==> src/rtl/uart_rx_param_if.sv <==
// Receiver-side bus: serial input, FIFO head word with flags, pop handshake and status.
interface uart_rx_param_if #(
  parameter int DATA_BITS  = 8,
  parameter int FIFO_DEPTH = 4
) ();
  logic                          rx;
  logic [DATA_BITS-1:0]          data_out;
  logic                          parity_err;
  logic                          frame_err;
  logic                          data_valid;
  logic                          data_ready;
  logic [$clog2(FIFO_DEPTH):0]   fifo_count;
  logic                          overrun;
  logic                          clear_overrun;
  logic                          receiving;

  modport master (
    input  rx, data_ready, clear_overrun,
    output data_out, parity_err, frame_err, data_valid, fifo_count, overrun, receiving
  );

  modport slave (
    output rx, data_ready, clear_overrun,
    input  data_out, parity_err, frame_err, data_valid, fifo_count, overrun, receiving
  );
endinterface

==> src/rtl/uart_rx_param.sv <==
// Parametrised UART receiver: 2-flop synchroniser, oversampled framing FSM, small output FIFO.
// Word visible 1 clock after the final stop sample; a full FIFO drops the word and sets sticky overrun.
module uart_rx_param #(
  parameter int CLK_HZ     = 25_000_000,
  parameter int BAUD_RATE  = 9600,
  parameter int OVERSAMPLE = 16,
  parameter int DATA_BITS  = 8,
  parameter int PARITY     = 0,
  parameter int STOP_BITS  = 1,
  parameter int FIFO_DEPTH = 4
) (
  input logic             clock,
  input logic             reset_n,
  uart_rx_param_if.master bus
);
  localparam int DIV_RAW = CLK_HZ / (BAUD_RATE * OVERSAMPLE);
  localparam int DIV     = (DIV_RAW < 1) ? 1 : DIV_RAW;
  localparam int DW      = (DIV > 1) ? $clog2(DIV) : 1;
  localparam int SW      = $clog2(OVERSAMPLE);
  localparam int AW      = $clog2(FIFO_DEPTH);
  localparam int CW      = AW + 1;
  localparam int EW      = DATA_BITS + 2;
  localparam logic [DW-1:0] DIV_LAST  = DW'(DIV - 1);
  localparam logic [SW-1:0] HALF_LAST = SW'(OVERSAMPLE / 2 - 1);
  localparam logic [SW-1:0] FULL_LAST = SW'(OVERSAMPLE - 1);
  localparam logic [3:0]    DATA_LAST = 4'(DATA_BITS - 1);
  localparam logic [3:0]    STOP_LAST = 4'(STOP_BITS - 1);
  localparam logic [CW-1:0] DEPTH     = CW'(FIFO_DEPTH);

  typedef enum logic [2:0] {S_IDLE, S_START, S_DATA, S_PARITY, S_STOP, S_WAIT_HIGH} state_t;

  state_t               state, state_next;
  logic                 rx_meta, rx_sync;
  logic [DW-1:0]        div_cnt;
  logic [SW-1:0]        samp_cnt;
  logic [3:0]           bit_cnt;
  logic [DATA_BITS-1:0] shreg;
  logic                 par_err, frm_err;
  logic                 active, tick, sample, push;
  logic [EW-1:0]        mem [FIFO_DEPTH];
  logic [AW-1:0]        wr_ptr, rd_ptr;
  logic [CW-1:0]        count;
  logic                 pop, push_ok, overrun_q;
  logic [EW-1:0]        word_in, head;

  always_ff @(posedge clock) begin
    if (!reset_n) begin
      rx_meta <= 1'b1;
      rx_sync <= 1'b1;
    end else begin
      rx_meta <= bus.rx;
      rx_sync <= rx_meta;
    end
  end

  assign active = (state == S_START) || (state == S_DATA) || (state == S_PARITY) || (state == S_STOP);
  assign tick   = active && (div_cnt == DIV_LAST);
  assign sample = tick && (samp_cnt == ((state == S_START) ? HALF_LAST : FULL_LAST));

  always_ff @(posedge clock) begin
    if (!reset_n) state <= S_IDLE;
    else          state <= state_next;
  end

  always_comb begin
    state_next = state;
    push       = 1'b0;
    case (state)
      S_IDLE:      if (!rx_sync) state_next = S_START;
      S_START:     if (sample) state_next = rx_sync ? S_IDLE : S_DATA;
      S_DATA:      if (sample && bit_cnt == DATA_LAST) state_next = (PARITY != 0) ? S_PARITY : S_STOP;
      S_PARITY:    if (sample) state_next = S_STOP;
      S_STOP: begin
        if (sample && bit_cnt == STOP_LAST) begin
          push       = 1'b1;
          // A low final stop sample may be the start of a break; wait it out.
          state_next = rx_sync ? S_IDLE : S_WAIT_HIGH;
        end
      end
      S_WAIT_HIGH: if (rx_sync) state_next = S_IDLE;
      default:     state_next = S_IDLE;
    endcase
  end

  always_ff @(posedge clock) begin
    if (!reset_n) begin
      div_cnt  <= '0;
      samp_cnt <= '0;
      bit_cnt  <= '0;
      shreg    <= '0;
      par_err  <= 1'b0;
      frm_err  <= 1'b0;
    end else if (!active) begin
      div_cnt  <= '0;
      samp_cnt <= '0;
      bit_cnt  <= '0;
    end else begin
      div_cnt <= tick ? '0 : div_cnt + DW'(1);
      if (tick) samp_cnt <= sample ? '0 : samp_cnt + SW'(1);
      if (sample) begin
        bit_cnt <= (state_next != state) ? '0 : bit_cnt + 4'd1;
        case (state)
          S_START: begin
            par_err <= 1'b0;
            frm_err <= 1'b0;
          end
          S_DATA:   shreg   <= {rx_sync, shreg[DATA_BITS-1:1]};
          S_PARITY: par_err <= ((^shreg) ^ rx_sync) != (PARITY == 1);
          S_STOP:   if (!rx_sync) frm_err <= 1'b1;
          default:  ;
        endcase
      end
    end
  end

  // The final stop sample lands in the pushed word the same cycle it is taken.
  assign word_in = {shreg, par_err, frm_err | ~rx_sync};
  assign pop     = (count != '0) && bus.data_ready;
  assign push_ok = push && ((count < DEPTH) || pop);

  always_ff @(posedge clock) begin
    if (!reset_n) begin
      wr_ptr    <= '0;
      rd_ptr    <= '0;
      count     <= '0;
      overrun_q <= 1'b0;
      for (int i = 0; i < FIFO_DEPTH; i++) mem[i] <= '0;
    end else begin
      if (push_ok) begin
        mem[wr_ptr] <= word_in;
        wr_ptr      <= wr_ptr + AW'(1);
      end
      if (pop) rd_ptr <= rd_ptr + AW'(1);
      count <= count + CW'(push_ok) - CW'(pop);
      if (push && !push_ok)   overrun_q <= 1'b1;
      else if (bus.clear_overrun) overrun_q <= 1'b0;
    end
  end

  assign head           = mem[rd_ptr];
  assign bus.data_out   = head[EW-1:2];
  assign bus.parity_err = head[1];
  assign bus.frame_err  = head[0];
  assign bus.data_valid = (count != '0);
  assign bus.fifo_count = count;
  assign bus.overrun    = overrun_q;
  assign bus.receiving  = active;
endmodule
==> src/flat_wrapper.sv <==
// flat-port wrapper written by rule: the top's interface ports become plain ports
module uart_rx_param_flat 
#(
  parameter int CLK_HZ     = 25_000_000,
  parameter int BAUD_RATE  = 9600,
  parameter int OVERSAMPLE = 16,
  parameter int DATA_BITS  = 8,
  parameter int PARITY     = 0,
  parameter int STOP_BITS  = 1,
  parameter int FIFO_DEPTH = 4
)
  (clock, reset_n, bus_rx, bus_data_ready, bus_clear_overrun, bus_data_out, bus_parity_err, bus_frame_err, bus_data_valid, bus_fifo_count, bus_overrun, bus_receiving);
  uart_rx_param_if #(.DATA_BITS(DATA_BITS), .FIFO_DEPTH(FIFO_DEPTH)) bus_i ();
  input logic clock;
  input logic reset_n;
  input wire logic [$bits(bus_i.rx)-1:0] bus_rx;
  input wire logic [$bits(bus_i.data_ready)-1:0] bus_data_ready;
  input wire logic [$bits(bus_i.clear_overrun)-1:0] bus_clear_overrun;
  output wire logic [$bits(bus_i.data_out)-1:0] bus_data_out;
  output wire logic [$bits(bus_i.parity_err)-1:0] bus_parity_err;
  output wire logic [$bits(bus_i.frame_err)-1:0] bus_frame_err;
  output wire logic [$bits(bus_i.data_valid)-1:0] bus_data_valid;
  output wire logic [$bits(bus_i.fifo_count)-1:0] bus_fifo_count;
  output wire logic [$bits(bus_i.overrun)-1:0] bus_overrun;
  output wire logic [$bits(bus_i.receiving)-1:0] bus_receiving;
  assign bus_i.rx = bus_rx;
  assign bus_i.data_ready = bus_data_ready;
  assign bus_i.clear_overrun = bus_clear_overrun;
  assign bus_data_out = bus_i.data_out;
  assign bus_parity_err = bus_i.parity_err;
  assign bus_frame_err = bus_i.frame_err;
  assign bus_data_valid = bus_i.data_valid;
  assign bus_fifo_count = bus_i.fifo_count;
  assign bus_overrun = bus_i.overrun;
  assign bus_receiving = bus_i.receiving;
  uart_rx_param #(.CLK_HZ(CLK_HZ), .BAUD_RATE(BAUD_RATE), .OVERSAMPLE(OVERSAMPLE), .DATA_BITS(DATA_BITS), .PARITY(PARITY), .STOP_BITS(STOP_BITS), .FIFO_DEPTH(FIFO_DEPTH)) u_core (.clock(clock), .reset_n(reset_n), .bus(bus_i));
endmodule
==> config.mk <==
export PLATFORM = sky130hd
export DESIGN_NAME = uart_rx_param_flat
export DESIGN_NICKNAME = d
export VERILOG_FILES = /design/src/rtl/uart_rx_param_if.sv /design/src/rtl/uart_rx_param.sv /design/src/flat_wrapper.sv
export SDC_FILE = /design/constraint.sdc
export NUM_CORES = 1
export LEC_CHECK = 0
export BUFFER_PORTS_ARGS = -buffer_cell sky130_fd_sc_hd__buf_4
export CAP_MARGIN = 5
export CORE_MARGIN = 3
export CORE_UTILIZATION = 63
export CTS_BUF_LIST = sky130_fd_sc_hd__clkbuf_4 sky130_fd_sc_hd__clkbuf_8
export DETAILED_ROUTE_END_ITERATION = 6
export PLACE_DENSITY_LB_ADDON = 0.15
export SLEW_MARGIN = 15
export SYNTH_ARGS = -nofsm -noshare
export SYNTH_HDL_FRONTEND = slang
export SYNTH_SLANG_ARGS = --single-unit
==> constraint.sdc <==
create_clock -name clock -period 2.9 [get_ports clock]
set_input_delay 0 -clock clock [delete_from_list [all_inputs] [get_ports clock]]
set_output_delay 0 -clock clock [all_outputs]
set_load 0.03 [all_outputs]
## Yosys cells after proc, flatten, opt, wreduce, memory -nomap -nowiden

Memories as Yosys holds them, arrays and structs flattened. A register that Yosys moved wholly into a read port is not among the register bits.
Index checks and enable logic that the tools add are counted.

| storage, ports and cells | value |
|---|---|
| register bits | 39 |
| RAM bits | 40 |
| memories | 1 |
| logic and storage cells | 90 |
| output and inout port bits | 16 |

Memories:

| memory | words | bits a word | rd ports | clocked after memory_dff | write ports | RTL line | source |
|---|---|---|---|---|---|---|---|
| u_core.mem | 4 | 10 | 1 | 1 | 4 | uart_rx_param.sv:40 | `logic [EW-1:0] mem [FIFO_DEPTH];` |

| operators by class | value |
|---|---|
| bitwise logic cells | 5 |
| multiplexer cells | 28 |
| equality and inequality tests | 10 |
| order comparisons | 1 |
| reductions and logical operators | 25 |
| $add $sub $neg | 7 |

Operator list:

| operator | count |
|---|---|
| 3-bit two-way mux | 7 |
| 3-bit case mux with 6 select lines | 1 |
| 4-bit two-way mux | 3 |
| 1-bit two-way mux | 10 |
| 10-bit two-way mux | 1 |
| 10-bit OR reduction | 1 |
| 4-bit by 1-bit adder with 4-bit output, second input constant | 2 |
| 8-bit by 1-bit adder with 8-bit output, second input constant | 1 |
| 8-bit == test, second input constant | 1 |
| 2-bit two-way mux | 4 |
| 8-bit XOR reduction | 1 |
| 1-bit logical AND | 7 |
| 3-bit by 2-bit == test with 1-bit output, second input constant | 2 |
| 3-bit == test, second input constant | 2 |
| 3-bit AND reduction | 2 |
| 2-bit nonzero test | 3 |
| 2-bit by 1-bit adder with 2-bit output, second input constant | 2 |
| 4-bit by 3-bit == test with 1-bit output, second input constant | 1 |
| 4-bit == test | 1 |
| 4-bit logical NOT | 1 |
| 1-bit logical OR | 4 |
| 1-bit case mux with 2 select lines | 2 |
| 4-bit AND reduction | 1 |
| 3-bit by 1-bit adder with 3-bit output | 1 |
| 13 further kinds | 15 |

## Logic depth before layout (Yosys ltp)

Gate-level depths: netlist of the first run.

| depth | value |
|---|---|
| depth in word-level cells | 15 |
| depth in mapped cells | 11 |

## Worst setup path before layout of the first run

No wires, ideal clock.

| path | value |
|---|---|
| path kind | register to register |
| start point | register u_core.div_cnt[0] |
| end point | memory u_core.mem[0][0] (netlist name), enable pin |
| data required time | 2553 ps |
| arrival time | 2256 ps |
| clock period less this slack | 2603 ps |
| stages on the path, launching flop included | 9 |
| path slack | 297 ps |
| cell sequence | dfxtp_1 ha_1 nor3b_2 nand2_1 or4_1 buf_2 nor4b_4 nor3b_2 nand2b_1 |

RTL lines:

| item | RTL line | source |
|---|---|---|
| start: declaration | uart_rx_param.sv:34 | `logic [DW-1:0] div_cnt;` |
| start signal: assignment | uart_rx_param.sv:98 | `div_cnt <= tick ? '0 : div_cnt + DW'(1);` |
| end: declaration | uart_rx_param.sv:40 |  |

## Worst setup path in the final report of the first run

| path | value |
|---|---|
| start point | register u_core.div_cnt[0] |
| end point | register u_core.count[1], in the netlist u_core.bus.fifo_count[1] |

| between the ends | value |
|---|---|
| cells in the longest elaborated chain, start to end | 9 |

Ends and longest elaborated chain:

| item | RTL line | source |
|---|---|---|
| 8-bit == test | uart_rx_param.sv:57 | `assign tick = active && (div_cnt == DIV_LAST);` |
| 1-bit logical AND | uart_rx_param.sv:57 |  |
| 1-bit logical AND | uart_rx_param.sv:58 | `assign sample = tick && (samp_cnt == ((state == S_START) ? HALF_LAST : FULL_LAST));` |
| 1-bit logical AND | uart_rx_param.sv:74 | `if (sample && bit_cnt == STOP_LAST) begin` |
| 1-bit two-way mux | uart_rx_param.sv:74 |  |
| 1-bit two-way mux | uart_rx_param.sv:68 | `case (state)` |
| 1-bit logical AND | uart_rx_param.sv:119 | `assign push_ok = push && ((count < DEPTH) \|\| pop);` |
| 3-bit by 1-bit adder with 3-bit output | uart_rx_param.sv:134 | `count <= count + CW'(push_ok) - CW'(pop);` |
| 3-bit by 1-bit subtractor with 3-bit output | uart_rx_param.sv:134 |  |
| end signal: assignment | uart_rx_param.sv:134 |  |
| end: declaration | uart_rx_param.sv:42 | `logic [CW-1:0] count;` |

Every way passes these cells.
A chain may end at the register's enable or synchronous reset.

==> results_dict.tcl, run 1 <==
set metrics [dict create \
    cp.required_ps 3140 \
    critPathLaunchType "flop" \
    clock_skew_ps 5.77 \
    grt_pass1_vias 2669 \
    start_util_pct 67.4 \
    tns_ps 0 \
    synth_adder_area_share_pct 2.80 \
    postCtsSetupRepairBufs 0 \
    avgSynthCellArea_um2 11.1 \
    muxShareOfSynthArea_pct 6.38 \
    die_w_um 84.1 \
    h-tree-depth 3 \
    yosys_warnings 0 \
    synth_top_family_by_area "simple AND/OR/NAND/NOR gates" \
    ios 21 \
    num_antenna_cells 0 \
    routabilityCongestion 0.844 \
    rsz0062_at_grt "false" \
    numCtsBuffers 9 \
    grt_max_degree 31 \
    p_int_mw 1.76 \
    firstDrtPassIters 4 \
    clockBufferDepth 2 \
    clk_latency_ps 340 \
    grt_antenna_before_repair 0 \
    clk_pin_slew_worst_paths_ps 80 \
    dp_cells 436 \
    synthArstFlopShare_pct 0 \
    max_slew_margin_pct 55.8 \
    rows 27 \
    syn_nets 359 \
    root_buffer "clkbuf_8" \
    area_growth_pct 13.8 \
    synth_simple_gate_area_share_pct 24.1 \
    crit_path_end_kind "flop" \
    pwr-share-seq_pct 55.5 \
    worst_ir_drop_vdd_mv 0.329 \
    max_freq_mhz 374 \
    path_class "flop to flop" \
    synth_compound_area_share_pct 5.89 \
    vias 2583 \
    synth-edff-count 40 \
    drv_cap 0 \
    layout_commonest_cell "and2_1" \
    worst_slew_pin_slew_ps 662 \
    synth_cell_types 50 \
    dieArea_um2 7080 \
    grt_overflow 0 \
    wl_per_cell_um 16.0 \
    setup_violations 0 \
    path_max_fanout 6 \
    final_cell_mix "and2_1 (46), dfxtp_1 (41), edfxtp_1 (40), nand2_1 (36), buf_4 (34)" \
    final_util_pct 76.7 \
    synth_xor_area_share_pct 5.24 \
    postSynthCellCount 346 \
    p_sw_share_pct 21.1 \
    critPathArrivalTime_ps 2920 \
    power_mw 2.23 \
    syn_area_um2 3850 \
    place_hpwl_mm 5.20 \
    ys_seq_area_share_pct 52.6 \
    final_nets 392 \
    finalCritPeriodShare_pct 92.2 \
    hold_viol 0 \
    finalWirelength_mm 7.29 \
    status "complete, no violations" \
    cts_tree "done" \
    ant_nets 0 \
    drive_above_1_share_pct 18.0 \
    fin_cells 456 \
    grt_pass1_wl_mm 12.7 \
    slew_viol_final 0 \
    ys.flop_type "dfxtp_1" \
    p_per_area_nw_per_um2 509 \
    post_drt_via_cell_ratio 5.66 \
    die-height_um 84.1 \
    cts.sinks 81 \
    p_leak_nw 1.60 \
    drc_errors 0 \
    io_buffer_count 20 \
    switching_power_mw 0.471 \
    comb_power_share_pct 3.9 \
    grtUsageTotal_pct 22.7 \
    coreArea_um2 5710 \
    hold_path_class "input pin to flop" \
    clkPwrFrac_pct 40.6 \
    drt_iter0_markers 119 \
    fin_crit_ps 2670 \
    ys_ff_latch 81 \
]
metal layers:
layer	up-vias	global-route usage, %	part of all wire (%)
li1	1273	-	-
met1	1232	28.1	42
met2	60	39.0	51
met3	18	3.43	4.1
met4	0	10.7	2.5
met5	-	0	0
worst max-delay path, stage by stage, from the launching register on:
cell	delay (ps)
dfxtp_1	410
ha_1	160
nor3b_2	210
nand2_1	130
or4_4	590
nor3_2	270
ha_1	220
fa_1	420
and2_1	160
sequential cells by signal, indices dropped and copies added (netlist names), named ones only:
name,cells
u_core.shreg,8
u_core.par_err,1
u_core.samp_cnt,4
u_core.state,3
u_core.wr_ptr,2
u_core.bit_cnt,4
u_core.rx_meta,1
u_core.bus.fifo_count,3
u_core.rx_sync,1
u_core.frm_err,1
u_core.div_cnt,8
u_core.rd_ptr,2
u_core.bus.overrun,1
u_core.mem,40
path summary, 6_finish.rpt:
path / startpoint / to / slack [ps] / cells past startpoint
worst max-delay path: u_core.div_cnt[0] / u_core.bus.fifo_count[1] / 230 / 8
worst min-delay path: bus_data_ready / u_core.bus.overrun / 80 / 4
worst max register to register: u_core.div_cnt[0] / u_core.bus.fifo_count[1] / 230 / 8
worst min register to register: u_core.rx_meta / u_core.rx_sync / 410 / 1
Yosys cell counts (2+ instances only):
| library cell | instances | area share [%] |
|---|---|---|
| ha_1 | 7 | 2.3 |
| dfxtp_1 | 41 | 21 |
| nand3b_1 | 2 | 0.39 |
| a21oi_1 | 9 | 1.2 |
| nor3_2 | 2 | 0.52 |
| nor2_1 | 21 | 2.0 |
| mux2i_1 | 2 | 0.52 |
| nor3_1 | 6 | 0.78 |
| nor3b_2 | 3 | 0.98 |
| and2_1 | 46 | 7.5 |
| nand3_1 | 8 | 1.0 |
| o31ai_1 | 3 | 0.59 |
| nor4_1 | 2 | 0.33 |
| inv_1 | 10 | 0.98 |
| nand4_1 | 4 | 0.65 |
| o211ai_1 | 2 | 0.39 |
| buf_4 | 3 | 0.59 |
| or3_1 | 3 | 0.49 |
| and3_1 | 3 | 0.49 |
| nand2b_1 | 7 | 1.1 |
| o21ai_0 | 2 | 0.26 |
| nor2b_1 | 7 | 1.1 |
| clkbuf_1 | 10 | 0.98 |
| edfxtp_1 | 40 | 31 |
| mux4_2 | 10 | 5.9 |
| a21boi_0 | 10 | 2.0 |
| nand2_1 | 36 | 3.5 |
| and2b_1 | 2 | 0.39 |
| xor2_1 | 11 | 2.5 |
| nor3b_1 | 2 | 0.39 |
| xnor2_1 | 12 | 2.7 |
| o22ai_1 | 2 | 0.33 |
per-stage QoR:
stage	instance area (um^2)	worst slack, ps	hold WS, ps
after floorplan	3850	297	101
after global placement	4110	213	183
after detailed placement	4110	89.5	191
after CTS	4370	81.3	66.6
after global routing	4380	31.9	75.4
final	4380	225	77.2
cell type report:
class                           count  area (um^2)
Clock buffer                       10          131
Clock inverter                      6         91.3
Fill cell                         374         1330
Inverter                           10         37.5
Multi-Input combinational cell    239         1710
Sequential cell                    81         2020
Tap cell                           72         90.1
Timing Repair Buffer               38          295
cell families after synthesis:
family	Yosys count
flops	81
buf+inv	26
xor+xnor	23
fa+ha+maj	8
compound gates	34
simple gates	162
mux	12
power groups by stage:
stage               clock (mW)  combinational (mW)  sequential [mW]
floorplan                    0              0.0553             1.26
global placement             0              0.0821             1.26
detailed placement           0              0.0838             1.26
CTS                      0.927              0.0883             1.24
global route             0.977              0.0956             1.24
finish                   0.905              0.0879             1.24
timing repair:
action	CTS	global route
hold buffers	4	0
hold endpoints to repair	3	0
setup endpoints to repair	0	31
gates resized for setup	0	1
Power figures use the tool's default switching activity.
==> run 2, diff against run 1 <==
- CELL_PAD_IN_SITES_DETAIL_PLACEMENT: not set -> 1
- CELL_PAD_IN_SITES_GLOBAL_PLACEMENT: not set -> 2
- CORE_UTILIZATION: 63 -> 43
- CTS_BUF_LIST: sky130_fd_sc_hd__clkbuf_4 sky130_fd_sc_hd__clkbuf_8 -> sky130_fd_sc_hd__clkbuf_2
- SETUP_SLACK_MARGIN: not set -> 0.2
==> run 2 against run 1 <==
Net effect:
- first-iteration DRC count fell by 66%
- final area is 1.1% higher
- critical path type unchanged
- via count rose by 1.1%
==> results_dict.tcl, run 2 (synthesis gave the netlist of run 1 again) <==
set metrics [dict create \
    dieArea_um2 10100 \
    p_per_area_nw_per_um2 444 \
    final_util_pct 52.3 \
    grt_antenna_before_repair 0 \
    clk_pin_slew_worst_paths_ps 230 \
    ant_nets 0 \
    finalCritPeriodShare_pct 88.9 \
    top_register "u_core.mem" \
    p_sw_share_pct 24.9 \
    path_max_fanout 10 \
    ios 21 \
    grt_pass1_wl_mm 14.1 \
    numCtsBuffers 9 \
    path_class "flop to flop" \
    max_freq_mhz 388 \
    die-height_um 101 \
    cts_tree "done" \
    clk_latency_ps 540 \
    post_drt_via_cell_ratio 5.24 \
    critPathLaunchType "flop" \
    routabilityCongestion 0.773 \
    drc_errors 0 \
    pwr-share-seq_pct 63.1 \
    clock_skew_ps 31.4 \
    area_growth_pct 15.1 \
    seqCellArea_um2 2030 \
    clkPwrFrac_pct 32.2 \
    clockBufferDepth 2 \
    final_cell_mix "and2_1 (46), dfxtp_1 (40), buf_4 (40), edfxtp_1 (40), nand2_1 (36)" \
    crit_path_end_kind "flop" \
    firstDrtPassIters 4 \
    final_nets 401 \
    wl_per_cell_um 16.9 \
    start_util_pct 45.4 \
    root_buffer "clkbuf_2" \
    layout_commonest_cell "and2_1" \
    multi_input_area_um2 1740 \
    grt_max_degree 31 \
    num-fill-cells 938 \
    reg_top3 "u_core.mem (40), u_core.div_cnt (8), u_core.shreg (8)" \
    drt_iter0_markers 41 \
    critPathArrivalTime_ps 2850 \
    grt_overflow 0 \
    pre_cts_ws_ps 19.9 \
    p_int_mw 1.47 \
    vias 2612 \
    rows 33 \
    power_mw 1.96 \
    grtUsageTotal_pct 17.9 \
    switching_power_mw 0.490 \
    fin_crit_ps 2580 \
    cts.sinks 81 \
    hold_viol 0 \
    holdWs_ps 353 \
    drive_above_1_share_pct 20.1 \
    setup_violations 0 \
    grt_pass1_vias 2801 \
    worst_ir_drop_vdd_mv 0.273 \
    status "complete, no violations" \
    place_hpwl_mm 6.17 \
    comb_power_share_pct 4.7 \
    worst_slew_pin_slew_ps 678 \
    coreArea_um2 8460 \
    fin_ws_ps 323 \
    slew_viol_final 0 \
    num_antenna_cells 0 \
    largest_reg_flops 40 \
    h-tree-depth 3 \
    finalWirelength_mm 8.42 \
    die_w_um 101 \
    max_slew_margin_pct 54.7 \
    drv_cap 0 \
    io_buffer_count 20 \
    rsz0062_at_grt "false" \
    hold_path_class "input pin to flop" \
    p_leak_nw 1.61 \
    cp.required_ps 3170 \
    tns_ps 0 \
]
## run 2: repair_timing
action                                 in CTS  in global routing
setup endpoints to repair                  31                 55
hold buffers                                6                  0
pin swaps                                   0                  2
endpoints found under the hold margin      28                  0
buffers inserted                            1                  3
gates resized for setup                     2                  7
## run 2: per-stage QoR
stage               std cells  area, um^2
floorplan                 346        3850
global placement          472        4180
detailed placement        472        4180
CTS                       495        4370
global route              498        4430
finish                    498        4430
## run 2: path summary, 6_finish.rpt
check	cells after the start	to	from	slack (ps)
setup / recovery	9	u_core.mem[0][7]	u_core.div_cnt[1]	320
hold / removal	3	u_core.rx_sync	reset_n	350
setup reg to reg	9	u_core.mem[0][7]	u_core.div_cnt[1]	320
hold reg to reg	1	u_core.rx_sync	u_core.rx_meta	450
## run 2: power by group through the flow
stage | Combinational [mW] | Clock, mW | Sequential (mW)
floorplan | 0.0553 | 0 | 1.26
global placement | 0.0849 | 0 | 1.26
detailed placement | 0.0869 | 0 | 1.26
CTS | 0.0926 | 0.656 | 1.24
global route | 0.101 | 0.703 | 1.24
finish | 0.0927 | 0.632 | 1.24
## run 2: worst max-delay path, stage by stage, from the launching register on
cell,delay [ps]
dfxtp_4,400
inv_1,50
ha_1,140
nor3b_4,220
nand2_1,120
or4_4,550
nor4b_4,300
nor3b_2,230
nand2b_1,140
buf_6,160
## run 2: layout make-up
type	count	area share, %
inverter	10	0.848
clock inverter	7	1.78
clock buffer	9	1.02
tap	105	2.97
timing repair buffer	47	8.39
sequential	81	45.8
multi-input combinational	239	39.2
## run 2: per-layer routing
metal	track usage, %	share of wire, %
met4	4.04	0.70
met1	21.7	44
met5	0	0
met3	4.22	2.5
met2	32.2	53
